--- src/rtl/shift_ctrl_pkg.sv ---
// shift_ctrl_pkg: shared types and constants for the shift_ctrl block.
//   state_t   - controller states (idle, shifting a word, inter-word gap)
//   GAP_CNT_W - width of the inter-word gap counter
package shift_ctrl_pkg;

    localparam int GAP_CNT_W = 4;

    typedef enum logic [1:0] {
        S_IDLE  = 2'd0,
        S_SHIFT = 2'd1,
        S_GAP   = 2'd2
    } state_t;

endpackage

--- src/rtl/shift_ctrl_if.sv ---
// shift_ctrl_if: parallel-in / serial-out bus of shift_ctrl.
//   in_valid/in_ready/in_data : parallel word handshake
//   abort                     : synchronous cancel of the current word
//   serial_out/frame          : serial bit stream (MSB first) and its qualifier
//   done/busy                 : completion pulse and activity status
// master drives the word side, slave is the controller.
interface shift_ctrl_if #(
    parameter int DW = 8
);
    logic          in_valid;
    logic          in_ready;
    logic [DW-1:0] in_data;
    logic          abort;
    logic          serial_out;
    logic          frame;
    logic          done;
    logic          busy;

    modport master (
        output in_valid, in_data, abort,
        input  in_ready, serial_out, frame, done, busy
    );

    modport slave (
        input  in_valid, in_data, abort,
        output in_ready, serial_out, frame, done, busy
    );
endinterface

--- src/rtl/shift_ctrl_shiftreg.sv ---
// ShiftReg: parallel-load, shift-left register.
//   clk, rst_n : clock, async active-low reset (clears to 0)
//   load, d    : parallel load (wins over shift if both were ever asserted)
//   shift      : shift left one bit, serial_in enters at the LSB
//   q          : register contents
module ShiftReg #(
    parameter int  DW   = 8,
    parameter type dw_t = logic [DW-1:0]
) (
    input  logic clk,
    input  logic rst_n,
    input  logic load,
    input  logic shift,
    input  logic serial_in,
    input  dw_t  d,
    output dw_t  q
);

    always_ff @(posedge clk or negedge rst_n) begin
        if (!rst_n)
            q <= '0;
        else if (load)
            q <= d;
        else if (shift)
            q <= dw_t'({q[DW-2:0], serial_in});
    end

endmodule

--- src/rtl/shift_ctrl.sv ---
// shift_ctrl: accepts a DW-bit word and streams it MSB first, one bit per
// cycle, followed by GAP idle cycles.
//   clk, rst_n : clock, async active-low reset
//   bus        : shift_ctrl_if slave (handshake, abort, serial stream, status)
// Word period is DW+1+GAP cycles: DW in SHIFT, GAP in GAP, one in IDLE where
// the next word is taken.
module shift_ctrl
    import shift_ctrl_pkg::*;
#(
    parameter int  DW   = 8,
    parameter int  GAP  = 0,
    parameter type dw_t = logic [DW-1:0]
) (
    input  logic         clk,
    input  logic         rst_n,
    shift_ctrl_if.slave  bus
);

    localparam int BW = $clog2(DW);

    if (DW < 2)               begin : g_bad_dw  $error("shift_ctrl: DW must be >= 2");   end
    if (GAP < 0 || GAP > 15)  begin : g_bad_gap $error("shift_ctrl: GAP must be 0..15"); end

    state_t                 state, state_nx;
    logic [BW-1:0]          bit_cnt;
    logic [GAP_CNT_W-1:0]   gap_cnt;
    logic                   done_q;
    logic                   last_bit, gap_end;
    logic                   load, shift;
    dw_t                    sr_q;

    assign last_bit = (bit_cnt == BW'(DW-1));
    // Only reachable when GAP > 0, so the GAP == 0 wrap of GAP-1 is harmless.
    assign gap_end  = (gap_cnt == GAP_CNT_W'(GAP-1));

    // State register
    always_ff @(posedge clk or negedge rst_n) begin
        if (!rst_n) state <= S_IDLE;
        else        state <= state_nx;
    end

    // Counters and done pulse. Counters advance only while their state is
    // active and clear otherwise, so abort and every exit leave them at 0.
    always_ff @(posedge clk or negedge rst_n) begin
        if (!rst_n) begin
            bit_cnt <= '0;
            gap_cnt <= '0;
            done_q  <= 1'b0;
        end else begin
            bit_cnt <= shift ? bit_cnt + 1'b1 : '0;
            gap_cnt <= (state == S_GAP && !bus.abort && !gap_end) ? gap_cnt + 1'b1 : '0;
            done_q  <= (state == S_SHIFT) && last_bit && !bus.abort;
        end
    end

    // Next state; abort overrides everything
    always_comb begin
        state_nx = state;
        if (bus.abort) begin
            state_nx = S_IDLE;
        end else begin
            unique case (state)
                S_IDLE:  if (bus.in_valid) state_nx = S_SHIFT;
                S_SHIFT: if (last_bit)     state_nx = (GAP > 0) ? S_GAP : S_IDLE;
                S_GAP:   if (gap_end)      state_nx = S_IDLE;
                default:                   state_nx = S_IDLE;
            endcase
        end
    end

    // Outputs and datapath controls. load is confined to IDLE and shift to
    // SHIFT, so they can never coincide; abort suppresses both, holding data.
    always_comb begin
        bus.in_ready = (state == S_IDLE) && !bus.abort;
        load         = bus.in_ready && bus.in_valid;
        shift        = (state == S_SHIFT) && !last_bit && !bus.abort;
        bus.frame    = (state == S_SHIFT);
        bus.busy     = (state != S_IDLE);
        bus.done     = done_q;
    end

    ShiftReg #(
        .DW   (DW),
        .dw_t (dw_t)
    ) u_sr (
        .clk       (clk),
        .rst_n     (rst_n),
        .load      (load),
        .shift     (shift),
        .serial_in (1'b0),
        .d         (dw_t'(bus.in_data)),
        .q         (sr_q)
    );

    assign bus.serial_out = sr_q[DW-1];

endmodule

--- src/flat_wrapper.sv ---
// flat-port wrapper written by rule: the top's interface ports become plain ports
module shift_ctrl_flat import shift_ctrl_pkg::*;
#(
    parameter int  DW   = 8,
    parameter int  GAP  = 0,
    parameter type dw_t = logic [DW-1:0]
)
  (clk, rst_n, bus_in_valid, bus_in_data, bus_abort, bus_in_ready, bus_serial_out, bus_frame, bus_done, bus_busy);
  shift_ctrl_if #(.DW(DW)) bus_i ();
  input  logic clk;
  input  logic rst_n;
  input wire logic [$bits(bus_i.in_valid)-1:0] bus_in_valid;
  input wire logic [$bits(bus_i.in_data)-1:0] bus_in_data;
  input wire logic [$bits(bus_i.abort)-1:0] bus_abort;
  output wire logic [$bits(bus_i.in_ready)-1:0] bus_in_ready;
  output wire logic [$bits(bus_i.serial_out)-1:0] bus_serial_out;
  output wire logic [$bits(bus_i.frame)-1:0] bus_frame;
  output wire logic [$bits(bus_i.done)-1:0] bus_done;
  output wire logic [$bits(bus_i.busy)-1:0] bus_busy;
  assign bus_i.in_valid = bus_in_valid;
  assign bus_i.in_data = bus_in_data;
  assign bus_i.abort = bus_abort;
  assign bus_in_ready = bus_i.in_ready;
  assign bus_serial_out = bus_i.serial_out;
  assign bus_frame = bus_i.frame;
  assign bus_done = bus_i.done;
  assign bus_busy = bus_i.busy;
  shift_ctrl #(.DW(DW), .GAP(GAP), .dw_t(dw_t)) u_core (.clk(clk), .rst_n(rst_n), .bus(bus_i));
endmodule
--- config.mk ---
export PLATFORM = sky130hd
export DESIGN_NAME = shift_ctrl_flat
export DESIGN_NICKNAME = d
export VERILOG_FILES = /design/src/rtl/shift_ctrl_pkg.sv /design/src/rtl/shift_ctrl_if.sv /design/src/rtl/shift_ctrl_shiftreg.sv /design/src/rtl/shift_ctrl.sv /design/src/flat_wrapper.sv
export SDC_FILE = /design/constraint.sdc
export NUM_CORES = 1
export LEC_CHECK = 0
export ABC_CLOCK_PERIOD_IN_PS = 1500
export CORE_UTILIZATION = 40
export DETAILED_ROUTE_END_ITERATION = 6
export HOLD_SLACK_MARGIN = 0.1
export PLACE_DENSITY = 0.73
export SYNTH_ARGS = -nofsm -noshare
export SYNTH_HDL_FRONTEND = slang
export SYNTH_SLANG_ARGS = --single-unit
--- constraint.sdc ---
create_clock -name clk -period 1.5 [get_ports clk]
set_input_delay 0.15 -clock clk [delete_from_list [all_inputs] [get_ports clk]]
set_output_delay 0.15 -clock clk [all_outputs]
set_load 0.05 [all_outputs]
---- Yosys cells after proc, flatten, opt, wreduce, memory -nomap -nowiden ----
Index checks and enable logic that the tools add are counted.
storage, ports and cells
  flip-flop bits (word level) ............. 18
  bits of input ports ..................... 12
  output and inout port bits .............. 5
  word-level logic and storage cells ...... 38
cells by class
  add/subtract/negate cells ............... 2
  eq/ne operators ......................... 7
  mux-type cells .......................... 9
  reductions and logical operators ........ 15
operators with widths
  operator             count
  $mux 8               2
  $logic_and 1x1->1    8
  $mux 2               4
  $ne 3x2->1 const B   2
  $pmux 2 s3           1
  $add 4x1->4 const B  1
  $eq 4x4->1 const B   1
  $mux 4               1
  $reduce_bool 2->1    2
  $add 3x1->3 const B  1
  $eq 3x3->1 const B   1
  $logic_not 1->1      3
  $mux 3               1
  $ne 3x3->1 const B   1
  $reduce_and 3->1     1
  $eq 2x1->1 const B   1
  $eq 2x2->1 const B   1
  $logic_not 2->1      1

---- Depth between registers and ports, before layout ----
Gate-level depths: netlist of run 1.
  depth in word-level cells ............... 6
  gate-level depth with buffers ........... 6
  depth with buffers taken out ............ 5

---- Modules after synthesis ----
From an unflattened synthesis of run 1, not the netlist that was laid out.
unflattened totals
  cell total of the unflattened synthesis .. 53
  area, all modules ....................... 608.1 um2
by module, submodules not included
  module      times used  cells an instance  area an instance (um2)  seq. area each (um2)
  ShiftReg    1           34                 372.9                   200.2
  shift_ctrl  1           19                 235.2                   125.1

---- Least setup slack after synthesis of run 1 ----
OpenSTA, ideal clock, no wires.
  kind .................................... reg-to-reg
  from .................................... register u_core.bit_cnt[0]
  to ...................................... register u_core.u_sr.q[7] (netlist bit)
  setup time .............................. 122 ps
  arrival time ............................ 1408 ps
  required time ........................... 1378 ps
  setup slack ............................. -31 ps
  stages on the path, launching flop included .. 7
  path buffers ............................ 1
  period minus slack after synthesis ...... 1531 ps
  cells stage by stage .................... dfrtp_1 -> ha_1 -> ha_1 -> or3b_1 -> buf_6 -> nand2_1 -> a21oi_1
on the way
  word-level cells in the longest chain between the ends .. 5
RTL lines
  what                            line                       text
  start, declared                 shift_ctrl.sv:25           logic [BW-1:0] bit_cnt;
  start signal, assigned          shift_ctrl.sv:50           bit_cnt <= shift ? bit_cnt + 1'b1 : '0;
  $eq 3x3->1                      shift_ctrl.sv:32           assign last_bit = (bit_cnt == BW'(DW-1));
  $logic_not 1->1                 shift_ctrl.sv:76           shift = (state == S_SHIFT) && !last_bit && !bus.abort;
  $logic_and 1x1->1 (2 in a row)  shift_ctrl.sv:76
  $reduce_bool 2->1 (no line)     -
  end signal, assigned            shift_ctrl_shiftreg.sv:25  q <= dw_t'({q[DW-2:0], serial_in});
  end, declared                   shift_ctrl_shiftreg.sv:16  output dw_t q
No other way between the ends.
A chain may end at the register's enable or synchronous reset.

---- Worst setup path in the final report of run 1 ----
  from .................................... register u_core.bit_cnt[0]
  to ...................................... register u_core.u_sr.q[5] (netlist bit)
Same word-level chain as after synthesis.

==> flow_summary.yaml, run 1 <==
detailed_routing:
  drt-initial-drc-count: 8
  routed_wl_um: 1229
  wl_per_cell_um: 12.80
  drtPass1Iterations: 4
  vias: 506
  via_per_inst: 5.271
  drtAntennaViolNets: 0
  route.detailed.drc: 0
clock_tree:
  cts_buffer_depth: 2
  cts_hold_buf: 0
  clk_pin_slew_worst_paths_ns: 0.08
  clock_latency_ns: 0.28
  cts_made_buffers: 3
  root_buffer: "clkbuf_4"
  cts_tree: "done"
  cts_htree_levels: 1
  cts_setup_buffers: 0
  clock-sinks: 13
synthesis:
  syn_area_per_cell_sq_um: 10.35
  ys_ff_latch: 13
  synthesis.instances: 58
  synth.area.top_cells: "dfrtp_1, a21oi_1, nand2_1"
  synth_top_area_share: 0.5417
  ys_warn_count: 0
  netlist_area_sq_um: 600.6
  synth_top_area_cell: "dfrtp_1"
  ys_seq_area_frac: 0.5417
  synthesis.nets: 72
  ys_types: 15
critical_path:
  critical_path_class: "reg -> reg"
  path_cells: "ha_2 > ha_4 > or3b_4 > nand2_1 > a21oi_1"
  crit_start: "u_core.bit_cnt[0]$_DFF_PN0_"
  worst-r2r-setup-slack_ns: 0.05
  cpMaxStageDelayCell: "or3b_4"
  arrival_ns: 1.62
  crit_end: "u_core.u_sr.q[5]$_DFFE_PN0P_"
  worstReg2RegEnd: "u_core.u_sr.q[5]$_DFFE_PN0P_"
  worstPathMaxFanout: 5
  cp.required_ns: 1.67
  r2r_cells: 5
  crit_path_max_incr_delay_ns: 0.43
  end_kind: "flip-flop"
  start_kind: "flip-flop"
  r2r-start: "u_core.bit_cnt[0]$_DFF_PN0_"
sta:
  setup_violations: 0
  finalCriticalPeriod_ns: 1.452
  slew_viol_final: 0
  clock_skew_ns: 0.001246
  finalWorstSetupSlack_ns: 0.04817
  relSlewSlack: 0.7732
  tightest_slew_ns: 0.3402
  fmax_mhz: 688.8
  period_share: 0.9679
  final_hold_viol_count: 0
placement:
  io_buffers: 16
  dpl_worst_slack_ns: -0.1288
  routabilityCongestion: 0.7196
  placedCellCount: 91
  place_area_sq_um: 820.8
  hpwl_um: 817.3
pwr:
  switching_share: 0.3169
  powerDensity_nw_per_um2: 1076
  power.switching_mw: 0.2978
  p_leak_nw: 0.4114
  total_power_mw: 0.9396
  p_int_mw: 0.6418
  combPwrFrac: 0.285
  p_seq_frac: 0.479
  p_clk_frac: 0.236
  ir_drop_uv: 487.2
run_status:
  status: "finished clean"
final_layout:
  syn_to_final_growth_pct: 45.42
  final_nets: 96
  fill_cells: 104
  drive_gt1_frac: 0.2716
  diodes: 0
  final_area_sq_um: 873.3
  final-instance-count-excl-fill: 96
global_routing:
  grt_pass1_wl_um: 1731
  antenna_found_initial: 0
  grt_start_max_net_pins: 14
  grt_pass1_vias: 391
  overflow: 0
  grt_util_all_layers: 0.1718
floorplan:
  coreArea_sq_um: 1350
  row_count: 13
  io_pins: 17
  die_h_um: 40.75
  die_area_sq_um: 1661
  initial_utilization: 0.4449
  die_w_um: 40.75
job:
  cap_violations: 0
min_path:
  min_path_type: "in -> async"
Yosys cell counts (all sizes together):
library cell  number
nor3b              2
buf                3
nand3              2
dfrtp             13
ha                 2
nor2               8
and3b              1
a22oi              1
or3b               2
nand2             10
a21oi             12
and2               2
layout by cell type (no fill, tap or decap), drive strengths merged, types with 2 or more instances in the layout:
cell type and instances:
or3b 3, dfrtp 13, a21oi 12, nand2 10, buf 10, nor2 8
ha 2, clkdlybuf4s50 11, clkbuf 4, nand3 2, and2 2, nor3b 2
state kept, by name (all words and copies together), names as in the netlist:
register	count
u_core.u_sr.q	8
u_core.state	1
u_core.bus.done	1
u_core.bit_cnt	3
metrics by stage:
| stage | utilization | setup TNS (ns) | hold slack [ns] |
|---|---|---|---|
| finish | 0.6469 | 0 | 0.1725 |
| floorplan | - | 0 | -0.1456 |
| global placement | 0.6080 | -0.7747 | 0.4194 |
| CTS | 0.6293 | -0.001453 | 0.1762 |
| detailed placement | 0.6080 | -1.012 | 0.4370 |
| global route | 0.6469 | -0.003185 | 0.1888 |
what timing repair did:
item | in CTS | in global routing
endpoints found under the setup margin | 10 | 8
pin swaps | 1 | 1
gates cloned | 0 | 1
resized for setup | 1 | 3
worst max-delay path, delay by kind of cell, from the launching register on:
kind | cells | cell delay [ns]
simple gates | 2 | 0.52
flops | 1 | 0.39
fa+ha+maj | 2 | 0.37
compound gates | 1 | 0.06
routing by layer:
layer,GRT usage,routed length (um),share of wire
met5,0,0,0
met4,0.1250,35,0.028
met3,0.06522,54,0.044
met2,0.2460,588,0.48
met1,0.2082,551,0.45
worst min-delay path by stage:
stage                                start                      endpoint  slack (ns)  cells past startpoint
6_report                             rst_n  u_core.u_sr.q[7]$_DFFE_PN0P_        0.17                      2
5_1_grt                              rst_n   u_core.state[0]$_DFFE_PN0P_        0.19                      2
4_1_cts                              rst_n     u_core.bus.done$_DFF_PN0_        0.18                      2
3_5_place_dp   u_core.bit_cnt[0]$_DFF_PN0_   u_core.bit_cnt[0]$_DFF_PN0_        0.44                      1
3_3_place_gp   u_core.bit_cnt[0]$_DFF_PN0_   u_core.bit_cnt[0]$_DFF_PN0_        0.42                      1
2_1_floorplan                        rst_n   u_core.bit_cnt[0]$_DFF_PN0_       -0.15                      0
layout make-up:
| class | instances | area, sq um | area share |
|---|---|---|---|
| well taps | 15 | 18.77 | 0.02149 |
| multi-input cells | 43 | 280.3 | 0.3209 |
| flip-flops and latches | 13 | 325.3 | 0.3725 |
| repair buffers | 21 | 222.7 | 0.2550 |
| clock buffers | 4 | 26.28 | 0.03009 |
power groups by stage:
stage | Sequential [mW] | Clock (mW) | Combinational (mW)
after floorplan | 0.481 | 0 | 0.116
after global placement | 0.452 | 0 | 0.258
after detailed placement | 0.455 | 0 | 0.262
after CTS | 0.449 | 0.228 | 0.266
after global routing | 0.456 | 0.248 | 0.289
final | 0.450 | 0.221 | 0.268
cells by family after synthesis:
group,after synthesis,synth area share
simple gates,27,0.2646
compound gates,13,0.1125
flops,13,0.5417
buf+inv,3,0.03958
fa+ha+maj,2,0.04166
Note: power is estimated with default switching activity, not from simulation.
==> run 2: changes to the inputs <==
ABC_AREA = 1   (was not set)
CORE_MARGIN = 3   (was not set)
PLACE_DENSITY = 0.7   (was 0.73)
==> run 2 against run 1 <==
Critical path type is now reg -> out. Highest routed layer unchanged. Clock skew is 0.0071 ns higher. Total power is 1.9% higher. Sequential cell count stayed put. Critical endpoint is now bus_in_ready. Register-to-register slack better by 0.10 ns. Core utilization is 6.4 points lower. Synthesized cell count is 8.6% higher. Clock-buffer cell count stayed put. Critical path depth is 3 lower. Largest power group unchanged.
==> flow_summary.yaml, run 2 <==
critical_path:
  arrival_ns: 1.21
  crit_family: "flip-flops"
  cp.required_ns: 1.35
  path_cells: "nor2_8 > buf_12"
  cp_num_buf_inv: 1
  worstPathMaxFanout: 12
  end_kind: "output port"
  critical_path_class: "reg -> out"
  start_kind: "flip-flop"
  worst-r2r-setup-slack_ns: 0.15
  cpMaxStageDelayCell: "dfrtp_2"
  crit_path_max_incr_delay_ns: 0.55
clock_tree:
  clk_pin_slew_worst_paths_ns: 0.08
  cts_setup_buffers: 0
  cts_htree_levels: 1
  clock_latency_ns: 0.28
  cts_made_buffers: 3
  root_buffer: "clkbuf_4"
  cts_hold_buf: 0
  cts_buffer_depth: 2
  cts-resized-gates: 0
  clock-sinks: 13
  cts_tree: "done"
synthesis:
  ys_types: 15
  synth_ff_type: "dfrtp_1"
  synth_top_area_share: 0.4659
  synth.area.top_cells: "dfrtp_1, nand3_2, nand3_1"
  synthesis.instances: 63
  ys_warn_count: 0
  ys_seq_area_frac: 0.4659
  synthesis.nets: 77
  yosysMostFrequentCell: "dfrtp_1"
  syn_area_per_cell_sq_um: 11.08
  synth-edff-count: 0
  ys_ff_latch: 13
  ys_async_sr_fraction: 1.000
  synth_top_area_cell: "dfrtp_1"
  netlist_area_sq_um: 698.2
  synth_common_cells: "dfrtp_1, nand3_1, nand3_2, nand4_1, nor2_1"
floorplan:
  io_pins: 17
  die_w_um: 47.78
  die_h_um: 47.78
  coreArea_sq_um: 1577
  row_count: 14
  initial_utilization: 0.4429
  die_area_sq_um: 2283
placement:
  hpwl_um: 971.7
  dpl_worst_slack_ns: 0.1155
  io_buffers: 16
  place_area_sq_um: 893.4
  placedCellCount: 95
  routabilityCongestion: 0.7469
pwr:
  power.switching_mw: 0.3127
  p_seq_frac: 0.487
  p_int_mw: 0.6447
  switching_share: 0.3266
  combPwrFrac: 0.291
  p_leak_nw: 0.4423
  ir_drop_uv: 670.2
  powerDensity_nw_per_um2: 1041
  p_clk_frac: 0.223
  total_power_mw: 0.9573
final_layout:
  top_register: "u_core.u_sr.q"
  syn_to_final_growth_pct: 31.72
  diodes: 0
  drive_gt1_frac: 0.3373
  final_cell_mix: "nand3_1, dfrtp_1, nand3_2, clkdlybuf4s50_1, nand4_1"
  largest_reg_flops: 8
  final_nets: 98
  fin_util: 0.5833
  reg_top3: "u_core.u_sr.q x8, u_core.bit_cnt x3"
  final-instance-count-excl-fill: 99
  final_area_sq_um: 919.6
sta:
  relSlewSlack: 0.7622
  setup-tns-final_ns: 0
  clock_skew_ns: 0.008377
  period_share: 0.9078
  finalWorstSetupSlack_ns: 0.1384
  final_hold_viol_count: 0
  setup_violations: 0
  tightest_slew_ns: 0.3567
  fmax_mhz: 734.4
  rsz0062_at_grt: "false"
  slew_viol_final: 0
  finalCriticalPeriod_ns: 1.362
  fin_worst_hold_slack_ns: 0.1622
detailed_routing:
  routed_wl_um: 1304
  vias: 544
  drtAntennaViolNets: 0
  drt-initial-drc-count: 15
  route.detailed.drc: 0
  wl_per_cell_um: 13.17
  drtPass1Iterations: 4
  via_per_inst: 5.495
min_path:
  min_path_type: "in -> async"
global_routing:
  overflow: 0
  antenna_found_initial: 0
  grt_pass1_wl_um: 2159
  grt_pass1_vias: 486
  grt_start_max_net_pins: 14
  grt_util_all_layers: 0.1411
run_status:
  status: "finished clean"
job:
  cap_violations: 0
[run 2: layout make-up]
type / count / area (sq um)
inverter: 4 / 17.52
multi-input combinational: 42 / 314.1
timing repair buffer: 20 / 215.2
fill: 139 / 656.9
tap: 16 / 20.02
sequential: 13 / 326.6
clock buffer: 4 / 26.28
[run 2: final timing paths]
kind | start | endpoint | cells past startpoint
min | rst_n | u_core.bus.done$_DFF_PN0_ | 2
min in group clk | bus_in_data[0] | u_core.u_sr.q[0]$_DFFE_PN0P_ | 3
min reg2reg | u_core.bit_cnt[0]$_DFF_PN0_ | u_core.bit_cnt[0]$_DFF_PN0_ | 1
max in group asynchronous | rst_n | u_core.state[0]$_DFFE_PN0P_ | 2
max reg2reg | u_core.bit_cnt[0]$_DFF_PN0_ | u_core.u_sr.q[2]$_DFFE_PN0P_ | 6
max | u_core.state[0]$_DFFE_PN0P_ | bus_in_ready | 2
[run 2: cell families (layout without fill, tap and decap cells)]
kind of cell,count (synthesis),in the layout,share of synthesized area
adders and majority gates,2,2,0.03584
buffers and inverters,8,28,0.08422
DFF,13,13,0.4659
and+or+nand+nor,40,40,0.4140
[run 2: power groups by stage]
stage | Sequential, mW | Combinational (mW) | Clock [mW]
2_1_floorplan | 0.485 | 0.162 | 0
3_3_place_gp | 0.470 | 0.279 | 0
3_5_place_dp | 0.472 | 0.282 | 0
4_1_cts | 0.466 | 0.283 | 0.220
5_1_grt | 0.474 | 0.302 | 0.240
6_report | 0.466 | 0.278 | 0.213
[run 2: metal layers]
| layer | part of all wire | GRT usage | wire, um | vias up |
|---|---|---|---|---|
| met4 | 0.021 | 0.04839 | 27 | 0 |
| met1 | 0.43 | 0.1801 | 562 | 257 |
| li1 | - | - | - | 267 |
| met3 | 0.061 | 0.05639 | 80 | 2 |
| met5 | 0 | 0 | 0 | - |
| met2 | 0.49 | 0.2164 | 634 | 18 |
==> run 3: changes to the inputs <==
REMOVE_ABC_BUFFERS = 1   (was not set)
==> run 3 against run 2 <==
Total power up 0.18%. Fmax down 3.6%. Via count down 3.5%. Clock power about the same. Clock skew down 0.0015 ns. Routed wire length up 3.9%. Critical endpoint is now bus_busy. Largest cell class unchanged.
==> flow_summary.yaml, run 3 (synthesis gave the netlist of run 2 again) <==
pwr:
  power.switching_mw: 0.3141
  switching_share: 0.3275
  powerDensity_nw_per_um2: 1044
  p_clk_frac: 0.220
  ir_drop_uv: 694.8
  p_seq_frac: 0.478
  combPwrFrac: 0.302
  p_int_mw: 0.6449
  p_leak_nw: 0.4437
clock_tree:
  clk_pin_slew_worst_paths_ns: 0.08
  clock-sinks: 13
  cts_hold_buf: 0
  root_buffer: "clkbuf_4"
  cts_setup_buffers: 0
  cts-resized-gates: 0
  clock_latency_ns: 0.27
  cts_tree: "done"
  cts_htree_levels: 1
  cts_buffer_depth: 2
  cts_made_buffers: 3
final_layout:
  reg_top3: "u_core.u_sr.q x8, u_core.bit_cnt x3"
  largest_reg_flops: 8
  diodes: 0
  multi_input_area_sq_um: 314.1
  final_cell_mix: "dfrtp_1, nand3_1, nand3_2, clkdlybuf4s50_1, nand4_1"
  layout_commonest_cell: "dfrtp_1"
  fill_cells: 139
  final_area_sq_um: 918.4
  fin_util: 0.5825
  final-instance-count-excl-fill: 99
  final_nets: 98
  drive_gt1_frac: 0.3253
  top_register: "u_core.u_sr.q"
  seqCellArea_sq_um: 325.3
  syn_to_final_growth_pct: 31.54
critical_path:
  cp.required_ns: 1.35
  start_kind: "flip-flop"
  worst-r2r-setup-slack_ns: 0.12
  worstPathMaxFanout: 7
  arrival_ns: 1.26
  worstReg2RegEnd: "u_core.u_sr.q[1]$_DFFE_PN0P_"
  r2r-start: "u_core.bit_cnt[0]$_DFF_PN0_"
  end_kind: "output port"
  r2r_cells: 6
  critical_path_class: "reg -> out"
detailed_routing:
  via_per_inst: 5.303
  drt-initial-drc-count: 10
  wl_per_cell_um: 13.69
  vias: 525
  routed_wl_um: 1355
  route.detailed.drc: 0
  drtAntennaViolNets: 0
  drtPass1Iterations: 4
placement:
  hpwl_um: 1018
  placedCellCount: 95
  io_buffers: 16
  routabilityCongestion: 0.8085
  place_area_sq_um: 892.1
min_path:
  min_path_type: "in -> async"
global_routing:
  grt_start_max_net_pins: 14
  grt_pass1_vias: 484
  antenna_found_initial: 0
  grt_util_all_layers: 0.1404
  grt_pass1_wl_um: 2173
  overflow: 0
sta:
  finalCriticalPeriod_ns: 1.412
  rsz0062_at_grt: "false"
  setup_violations: 0
  setup-tns-final_ns: 0
  clock_skew_ns: 0.006913
  final_hold_viol_count: 0
  slew_viol_final: 0
  period_share: 0.9412
  fmax_mhz: 708.3
  tightest_slew_ns: 0.4109
  relSlewSlack: 0.7261
floorplan:
  coreArea_sq_um: 1577
  die_w_um: 47.78
  die_area_sq_um: 2283
  row_count: 14
  die_h_um: 47.78
  initial_utilization: 0.4429
  io_pins: 17
run_status:
  status: "finished clean"
job:
  cap_violations: 0
==> run 3: cell types whose count changed in the layout (fill, tap and decap cells not counted) <==
| cell | before | now |
|---|---|---|
| dfrtp_1 | 12 | 13 |
| dfrtp_2 | 1 | 0 |
==> run 3: layer usage <==
| layer | up-vias | part of all wire | track usage |
|---|---|---|---|
| met5 | - | 0 | 0 |
| met3 | 2 | 0.055 | 0.05639 |
| met4 | 0 | 0.021 | 0.04839 |
| met1 | 245 | 0.46 | 0.1806 |
| met2 | 14 | 0.47 | 0.2137 |
| li1 | 264 | - | - |
==> run 3: worst max-delay path by stage <==
stage                                 from                            to  slack, ns  cells after the start
3_5_place_dp                     bus_abort  u_core.u_sr.q[1]$_DFFE_PN0P_       0.08                      5
4_1_cts        u_core.state[0]$_DFFE_PN0P_                      bus_busy       0.07                      2
2_1_floorplan  u_core.state[0]$_DFFE_PN0P_  u_core.u_sr.q[1]$_DFFE_PN0P_      -0.28                      4
3_3_place_gp                     bus_abort  u_core.u_sr.q[2]$_DFFE_PN0P_       0.12                      5
6_report       u_core.state[0]$_DFFE_PN0P_                      bus_busy       0.09                      2
5_1_grt        u_core.bit_cnt[0]$_DFF_PN0_  u_core.u_sr.q[1]$_DFFE_PN0P_       0.01                      6
==> run 3: power groups by stage <==
stage / registers (mW) / clock network [mW] / logic (mW)
6_report: 0.458 / 0.211 / 0.289
5_1_grt: 0.464 / 0.238 / 0.315
4_1_cts: 0.458 / 0.220 / 0.294
3_5_place_dp: 0.466 / 0 / 0.293
3_3_place_gp: 0.464 / 0 / 0.287
2_1_floorplan: 0.504 / 0 / 0.119
==> run 3: area by class of cell <==
type / count / area share
sequential: 13 / 0.3542
multi-input combinational: 42 / 0.3420
clock buffer: 4 / 0.02861
inverter: 4 / 0.01907
tap: 16 / 0.02180
timing repair buffer: 20 / 0.2343
==> run 3: critical path: stages, from the launching register on <==
cell and delay, ns:
dfrtp_1 0.59, buf_4 0.25, buf_12 0.14
==> run 3: per-stage QoR <==
stage | total power, mW | hold slack, ns | setup slack [ns]
floorplan | 0.6236 | -0.1456 | -0.2794
global placement | 0.7514 | 0.4213 | 0.1217
detailed placement | 0.7587 | 0.4415 | 0.08125
CTS | 0.9723 | 0.1793 | 0.07042
global route | 1.016 | 0.1773 | 0.01021
finish | 0.9591 | 0.1752 | 0.08815
